### config.mk
export PLATFORM = sky130hd
export DESIGN_NAME = clk_pulse_multi_flat
export DESIGN_NICKNAME = d
export VERILOG_FILES = /design/src/rtl/clk_pulse_pkg.sv /design/src/rtl/clk_pulse_multi_if.sv /design/src/rtl/clk_pulse_chan.sv /design/src/rtl/clk_pulse_multi.sv /design/src/flat_wrapper.sv
export SDC_FILE = /design/constraint.sdc
export NUM_CORES = 1
export LEC_CHECK = 0
export ABC_AREA = 1
export BUFFER_PORTS_ARGS = -buffer_cell sky130_fd_sc_hd__buf_2
export CORE_MARGIN = 1
export CORE_UTILIZATION = 30
export CTS_BUF_LIST = sky130_fd_sc_hd__clkbuf_8 sky130_fd_sc_hd__clkbuf_16
export CTS_CLUSTER_SIZE = 12
export DETAILED_ROUTE_END_ITERATION = 8
export RECOVER_POWER = 100
export SYNTH_ARGS = -nofsm -noshare
export SYNTH_HDL_FRONTEND = slang
export SYNTH_SLANG_ARGS = --single-unit
export TNS_END_PERCENT = 100
### constraint.sdc
create_clock -name clk -period 1.6 [get_ports clk]
set_input_delay 0.32 -clock clk [delete_from_list [all_inputs] [get_ports clk]]
set_output_delay 0.32 -clock clk [all_outputs]
set_load 0.05 [all_outputs]
### src/rtl/clk_pulse_pkg.sv
// Shared constants for the multi-channel slow-strobe pulse generator:
// per-channel edge-select encodings and the prime counter sizing helper.
package clk_pulse_pkg;

  typedef enum logic [1:0] {
    MODE_RISE = 2'b00,
    MODE_FALL = 2'b01,
    MODE_BOTH = 2'b10,
    MODE_OFF  = 2'b11
  } edge_mode_e;

  // Must hold SYNC_STAGES+1 (the primed value) without wrapping.
  function automatic int prime_cnt_w(input int sync_stages);
    return $clog2(sync_stages + 2);
  endfunction

endpackage

### src/rtl/clk_pulse_multi_if.sv
// Bundle between the slow-strobe pulse generator and its client logic.
// No handshake: inputs are levels sampled every clk, outputs are registered levels.
interface clk_pulse_multi_if #(
  parameter int CHANNELS = 4,
  parameter int CNT_W    = 16
);
  logic                      en;
  logic [2*CHANNELS-1:0]     mode;
  logic [CHANNELS-1:0]       slow_in;
  logic [CHANNELS-1:0]       cnt_clr;
  logic [CHANNELS-1:0]       pulse_out;
  logic [CHANNELS*CNT_W-1:0] edge_cnt;
  logic [CHANNELS-1:0]       ovf;

  modport master (
    output en, mode, slow_in, cnt_clr,
    input  pulse_out, edge_cnt, ovf
  );

  modport slave (
    input  en, mode, slow_in, cnt_clr,
    output pulse_out, edge_cnt, ovf
  );
endinterface

### src/rtl/clk_pulse_chan.sv
// One channel: synchroniser, edge select, fixed-width pulse stretcher and
// a wrapping accepted-edge counter with sticky overflow.
module clk_pulse_chan
  import clk_pulse_pkg::*;
#(
  parameter int SYNC_STAGES = 2,
  parameter int PULSE_W     = 1,
  parameter int CNT_W       = 16
) (
  input  logic             clk,
  input  logic             rst_n,
  input  logic             en_i,
  input  logic             primed_i,
  input  logic [1:0]       mode_i,
  input  logic             slow_i,
  input  logic             cnt_clr_i,
  output logic             pulse_o,
  output logic [CNT_W-1:0] edge_cnt_o,
  output logic             ovf_o
);

  localparam int WCW = (PULSE_W > 1) ? $clog2(PULSE_W) : 1;
  localparam logic [WCW-1:0] W_LOAD = WCW'(PULSE_W - 1);

  logic [SYNC_STAGES-1:0] sync_q;
  logic                   prev_q;
  logic                   acc_q;
  logic                   pulse_q, pulse_d;
  logic [WCW-1:0]         wcnt_q, wcnt_d;
  logic [CNT_W-1:0]       cnt_q, cnt_d;
  logic                   ovf_q, ovf_d;

  logic s, rise, fall, sel_edge, accepted;

  assign s    = sync_q[SYNC_STAGES-1];
  assign rise = s & ~prev_q;
  assign fall = ~s & prev_q;

  always_comb begin
    sel_edge = 1'b0;
    case (mode_i)
      MODE_RISE: sel_edge = rise;
      MODE_FALL: sel_edge = fall;
      MODE_BOTH: sel_edge = rise | fall;
      default:   sel_edge = 1'b0;
    endcase
    accepted = sel_edge & en_i & primed_i;
  end

  // acc_q adds the stage that puts the pulse SYNC_STAGES+1 cycles after sampling.
  always_comb begin
    pulse_d = pulse_q;
    wcnt_d  = wcnt_q;
    if (!en_i) begin
      pulse_d = 1'b0;
      wcnt_d  = '0;
    end else if (acc_q && !pulse_q) begin
      pulse_d = 1'b1;
      wcnt_d  = W_LOAD;
    end else if (pulse_q) begin
      if (wcnt_q == '0) pulse_d = 1'b0;
      else              wcnt_d  = wcnt_q - 1'b1;
    end
  end

  // Clear wins over the old value, then the same-cycle edge still counts.
  always_comb begin
    cnt_d = cnt_q;
    ovf_d = ovf_q;
    if (cnt_clr_i) begin
      cnt_d = accepted ? CNT_W'(1) : '0;
      ovf_d = 1'b0;
    end else if (accepted) begin
      cnt_d = cnt_q + 1'b1;
      if (cnt_q == '1) ovf_d = 1'b1;
    end
  end

  always_ff @(posedge clk) begin
    if (!rst_n) begin
      sync_q  <= '0;
      prev_q  <= 1'b0;
      acc_q   <= 1'b0;
      pulse_q <= 1'b0;
      wcnt_q  <= '0;
      cnt_q   <= '0;
      ovf_q   <= 1'b0;
    end else begin
      sync_q  <= {sync_q[SYNC_STAGES-2:0], slow_i};
      prev_q  <= s;
      acc_q   <= accepted;
      pulse_q <= pulse_d;
      wcnt_q  <= wcnt_d;
      cnt_q   <= cnt_d;
      ovf_q   <= ovf_d;
    end
  end

  assign pulse_o    = pulse_q;
  assign edge_cnt_o = cnt_q;
  assign ovf_o      = ovf_q;

endmodule

### src/rtl/clk_pulse_multi.sv
// Multi-channel slow-strobe to clk-domain pulse generator. Holds the shared
// prime counter that masks edges while the synchronisers refill after reset.
module clk_pulse_multi
  import clk_pulse_pkg::*;
#(
  parameter int CHANNELS    = 4,
  parameter int SYNC_STAGES = 2,
  parameter int PULSE_W     = 1,
  parameter int CNT_W       = 16
) (
  input logic               clk,
  input logic               rst_n,
  clk_pulse_multi_if.slave  bus
);

  localparam int PCW = prime_cnt_w(SYNC_STAGES);
  localparam logic [PCW-1:0] PRIME_DONE = PCW'(SYNC_STAGES + 1);

  logic [PCW-1:0] prime_q, prime_d;
  logic           primed;

  assign primed  = (prime_q == PRIME_DONE);
  assign prime_d = primed ? prime_q : prime_q + 1'b1;

  always_ff @(posedge clk) begin
    if (!rst_n) prime_q <= '0;
    else        prime_q <= prime_d;
  end

  logic [CHANNELS-1:0]       pulse_w;
  logic [CHANNELS-1:0]       ovf_w;
  logic [CHANNELS*CNT_W-1:0] cnt_w;

  for (genvar g = 0; g < CHANNELS; g++) begin : g_chan
    clk_pulse_chan #(
      .SYNC_STAGES (SYNC_STAGES),
      .PULSE_W     (PULSE_W),
      .CNT_W       (CNT_W)
    ) u_chan (
      .clk        (clk),
      .rst_n      (rst_n),
      .en_i       (bus.en),
      .primed_i   (primed),
      .mode_i     (bus.mode[2*g +: 2]),
      .slow_i     (bus.slow_in[g]),
      .cnt_clr_i  (bus.cnt_clr[g]),
      .pulse_o    (pulse_w[g]),
      .edge_cnt_o (cnt_w[g*CNT_W +: CNT_W]),
      .ovf_o      (ovf_w[g])
    );
  end

  assign bus.pulse_out = pulse_w;
  assign bus.edge_cnt  = cnt_w;
  assign bus.ovf       = ovf_w;

endmodule

### src/flat_wrapper.sv
// flat-port wrapper written by rule: the top's interface ports become plain ports
module clk_pulse_multi_flat import clk_pulse_pkg::*;
#(
  parameter int CHANNELS    = 4,
  parameter int SYNC_STAGES = 2,
  parameter int PULSE_W     = 1,
  parameter int CNT_W       = 16
)
  (clk, rst_n, bus_en, bus_mode, bus_slow_in, bus_cnt_clr, bus_pulse_out, bus_edge_cnt, bus_ovf);
  clk_pulse_multi_if #(.CHANNELS(CHANNELS), .CNT_W(CNT_W)) bus_i ();
  input logic clk;
  input logic rst_n;
  input wire logic [$bits(bus_i.en)-1:0] bus_en;
  input wire logic [$bits(bus_i.mode)-1:0] bus_mode;
  input wire logic [$bits(bus_i.slow_in)-1:0] bus_slow_in;
  input wire logic [$bits(bus_i.cnt_clr)-1:0] bus_cnt_clr;
  output wire logic [$bits(bus_i.pulse_out)-1:0] bus_pulse_out;
  output wire logic [$bits(bus_i.edge_cnt)-1:0] bus_edge_cnt;
  output wire logic [$bits(bus_i.ovf)-1:0] bus_ovf;
  assign bus_i.en = bus_en;
  assign bus_i.mode = bus_mode;
  assign bus_i.slow_in = bus_slow_in;
  assign bus_i.cnt_clr = bus_cnt_clr;
  assign bus_pulse_out = bus_i.pulse_out;
  assign bus_edge_cnt = bus_i.edge_cnt;
  assign bus_ovf = bus_i.ovf;
  clk_pulse_multi #(.CHANNELS(CHANNELS), .SYNC_STAGES(SYNC_STAGES), .PULSE_W(PULSE_W), .CNT_W(CNT_W)) u_core (.clk(clk), .rst_n(rst_n), .bus(bus_i));
endmodule
==> results.md <==
- The largest individual stage delay along the critical path comes from the cell dfxtp_2.
- The number of stages on the worst setup path is 13.
- The number of H-tree branching levels is 3.
- Once placement completed, the tool counted placed cells totaling 994.
- At the pin with the least slew margin, the transition time is 712.8 ps.
- Cells fill 39.26% of the core in the end.
- Tracing the worst setup path back leads to its startpoint at u_core.g_chan[3].u_chan.sync_q[1]$_SDFF_PN0_.
- Summed over all nets, wire length on met2 after detailed routing comes to 5444 um.
- The kind of start point of the critical path is a register.
- The placed wire-length estimate is 8819 um.
- The kind of cell adding the most delay to the critical path is buffers and inverters.
- Synthesis inferred 90 register bits.
- The weighted congestion reported at the end of routability-driven placement is 0.8463.
- The first-pass GRT wire length is 19,140 um.
- The non-filler instance count after layout is 1,017.
- After layout, the worst path uses 94.13% of the clock period.
- The Yosys step of the flow raised 0 warnings.
- After technology mapping, the gate count stands at 688.
- A synthesized cell averages 6.825 um2.
- Once the floorplan was initialized, standard cells occupied 30.77% of the core.
- The initial antenna violation count is 0.
- The floorplan step set the die height to 127.1 um.
- Counting flops with a built-in enable in the synthesized netlist gives 0.
- Fill cells in the final layout number 1,636.
- In this run, distinct cell masters in the synthesized netlist total 34.
- In the final routed layout, each cell accounts on average for 11.70 um.
- The top cell type by area accounts for 38.37% of the synthesized area.
- The routed via count is 4,535.
- The core area is 15,260 um2.
- The fraction of layout cells with a size suffix above 1 is 27.54%.
- The total power per unit cell area is 758.8 nW/um2.
- In this run the worst setup path terminates at u_core.g_chan[3].u_chan.edge_cnt_o[5]$_SDFFE_PN0P_.
- The width of the chip is 127.1 um.
- Relative to the synthesized area, the layout overhead comes to 27.58%.
- Using the TritonRoute via totals, the vias-per-cell ratio works out to 4.459.
- The max-cap check violation count is 0.
- Clock tree synthesis found a total of 90 sinks.
- Data on the critical path arrives at its endpoint at 1760 ps.
- Counting I/O delays and the setup requirement, the final critical path takes 1506 ps.
- The maximum net fanout on the critical path is 5.
- The share of the yosys chip area belonging to registers is 38.37%.
- The met3 wire length is 418 um.
- The signal on the critical path passes through buf_4 > ha_2 > inv_1 > nand2_1 > nand3_1 > nand2_2 > nand2_4 > buf_8 > nand2_8 > inv_6 > o21bai_1 > nand2_1 > inv_1.
- The depth of the worst hold-timing path is 3.
- The via count of the first global-routing pass was 4,043.
- The largest total area in the synthesized netlist belongs to dfxtp_1.
- The total leakage power is 0.002586 uW.
- The antenna diode count is 0.
- The latest clock arrival within the worst-skew pair is 350 ps.
- The startpoint of the most critical register-to-register path is u_core.g_chan[3].u_chan.sync_q[1]$_SDFF_PN0_.
- The detailed-routing wirelength on met1 is 5840 um.
- The floorplan has 45 rows.
- The post-synthesis async set-or-reset flop share is 0%.
- Counting cells, the worst reg-to-reg path comes to 13.
- The setup check on the worst reg-to-reg path leaves a slack of 90 ps.
- The CTS tree is built.
- Together, buffers and inverters on the worst path number 5.
- Summed over all layers, the routed wires come to 11,900 um.
- The number of pins with negative max-slew slack in the final report is 0.
- The category of the critical setup timing path is reg -> reg.
- The worst voltage drop across the vdd grid is 0.4504 mV.
- The count of nets left with antenna violations once routing finished came out at 0.
- Global routing used 14.79% of the available tracks across all layers.
- STA classifies the critical path endpoint as a register.
- The clock-pin slew reported for the worst setup and hold paths after clock tree synthesis is 70 ps.
- The pin count of the biggest net entering global routing is 25.
- The number of nets at the end of the flow is 833.
- In the post-synthesis netlist, the biggest area contributors are dfxtp_1 (38%), nand2_1 (13%), inv_1 (7.7%).
- The number of buffers on the longest clock path is 2.
- The relative max-transition margin is 52.30%.
- During I/O placement, the number of pins put on the boundary was 91.
- The class of the worst hold path is in -> reg.
- The maximum operating frequency is 664.0 MHz.
- The count of port buffers added during placement is 90.
- Data on the critical path is required at its endpoint by 1850 ps.
- The root buffer cell chosen for the clock tree is clkbuf_16.
- The run finished with clean final reports.
- Setup repair after global routing could not meet its margin everywhere.
- The die covers 16,160 um2.
- TritonCTS created 9 clock buffers.
- The endpoint identified for the worst register-to-register timing path is u_core.g_chan[3].u_chan.edge_cnt_o[5]$_SDFFE_PN0P_.
- The total grt overflow is 0.
- The largest single stage delay on the critical path is 320 ps.
- The most used flip-flop cell after synthesis is dfxtp_1.
- The detailed router used layers up to and including met4.
- Summing every instance area after synthesis gives 4696 um2.
- The number of failing hold endpoints at the final stage was 0.
- The DRC violations left is 0.
- The initial DRC count is 206.
- When the netlist entered floorplanning its net count stood at 720.
- The first-pass iteration count of the detailed router is 4.
- Setup violations remaining at the end of the flow were counted as 0.
- Clock skew on the completed layout was measured at 12.37 ps.
## synth_stat cells, drive strengths merged (4+ instances only)
master / instances
nand4: 24
nor3b: 4
a21oi: 50
nand3b: 5
nor3: 7
inv: 106
o21ai: 21
nand2: 174
nand3: 49
xor2: 4
buf: 17
nor2: 110
ha: 13
dfxtp: 90
o21bai: 4
## layout by cell type (no fill, tap or decap), types with 2 or more instances in the layout
cell / netlist / routed
clkbuf_2: 0 / 49
nand3b_1: 5 / 5
buf_6: 1 / 3
a21oi_4: 1 / 3
ha_4: 0 / 4
o21ai_0: 17 / 16
nand3_1: 44 / 42
buf_2: 6 / 38
inv_1: 96 / 93
nor2_1: 89 / 86
nand4_1: 24 / 24
o21ai_1: 4 / 3
buf_4: 10 / 25
ha_1: 13 / 8
nand3_2: 5 / 7
nand2_1: 161 / 156
clkbuf_16: 0 / 9
clkinvlp_4: 0 / 3
nand2_4: 2 / 6
o21ai_2: 0 / 2
inv_2: 10 / 10
nor2_4: 7 / 9
nor3_1: 7 / 7
a21o_1: 2 / 2
inv_4: 0 / 2
dfxtp_2: 0 / 15
dfxtp_1: 90 / 75
xor2_1: 4 / 4
clkinv_4: 0 / 3
clkbuf_1: 3 / 4
o21bai_1: 3 / 3
clkinv_2: 0 / 2
nand2_2: 11 / 12
nor2_2: 14 / 15
nor3b_1: 4 / 4
a21oi_1: 48 / 47
## metrics by stage
stage | hold WS (ps) | power, uW | setup TNS [ps] | area (um2) | setup WS [ps]
3_3_place_gp | 393.5 | 2563 | -17.04 | 5482 | -14.45
4_1_cts | 142.8 | 4563 | 0 | 5773 | 7.070
2_1_floorplan | 390.5 | 2473 | -6.005 | 4707 | -6.005
5_1_grt | 164.6 | 4738 | -106.6 | 5991 | -23.92
3_5_place_dp | 395.4 | 2565 | -227.9 | 5482 | -46.60
6_report | 156.9 | 4546 | 0 | 5991 | 94.00
## final cells by class
class	instances	area, um2	area share (%)
Clock buffer	9	225.2	3.759
Timing Repair inverter	1	7.507	0.1253
Tap cell	211	264.0	4.407
Inverter	107	415.4	6.934
Clock inverter	7	47.55	0.7937
Multi-Input combinational cell	472	2524	42.13
Timing Repair Buffer	120	686.9	11.47
Sequential cell	90	1821	30.39
## how the worst min path moves through the flow
stage	start	to	slack (ps)
global route	bus_slow_in[3]	u_core.g_chan[3].u_chan.sync_q[0]$_SDFF_PN0_	160
CTS	bus_slow_in[3]	u_core.g_chan[3].u_chan.sync_q[0]$_SDFF_PN0_	140
global placement	u_core.g_chan[2].u_chan.sync_q[0]$_SDFF_PN0_	u_core.g_chan[2].u_chan.sync_q[1]$_SDFF_PN0_	390
finish	bus_slow_in[2]	u_core.g_chan[2].u_chan.sync_q[0]$_SDFF_PN0_	160
floorplan	u_core.g_chan[0].u_chan.sync_q[0]$_SDFF_PN0_	u_core.g_chan[0].u_chan.sync_q[1]$_SDFF_PN0_	390
detailed placement	u_core.g_chan[2].u_chan.sync_q[0]$_SDFF_PN0_	u_core.g_chan[2].u_chan.sync_q[1]$_SDFF_PN0_	400
## registers in the layout, summed over array words and instances (netlist names)
| signal | flops |
|---|---|
| u_core.g_chan.u_chan.prev_q | 4 |
| u_core.g_chan.u_chan.pulse_o | 4 |
| u_core.g_chan.u_chan.ovf_o | 4 |
| u_core.g_chan.u_chan.acc_q | 4 |
| u_core.g_chan.u_chan.edge_cnt_o | 64 |
| u_core.g_chan.u_chan.sync_q | 8 |
| u_core.prime_q | 2 |
## power by group
part	switching, uW	internal [uW]
Combinational	177	96.0
Sequential	18.8	2270
Clock	938	1050
## cell families after synthesis
group                    count (synthesis)  synth area share [%]
AO/OA/AOI/OAI                           80                 9.406
XOR/XNOR                                 4                0.7460
adder cells (fa/ha/maj)                 13                 3.464
buffers and inverters                  127                 11.27
flip-flops                              90                 38.37
AND/OR/NAND/NOR                        374                 36.74
## metal layers
layer	track usage (%)	up-vias
li1	-	2414
met1	19.27	2018
met2	23.59	91
met3	2.973	12
met4	6.723	0
met5	0	-
## what timing repair did
action	CTS	global route
gates cloned	0	3
buffers inserted	0	4
setup endpoints to repair	8	51
pin swaps	0	19
hold buffers	0	0
resized for setup	4	47
## worst min-delay path, cell delays in order
cell	delay [ps]
buf_2	70
nand2_1	40
inv_1	40
Note: power is estimated with default switching activity, not from simulation.
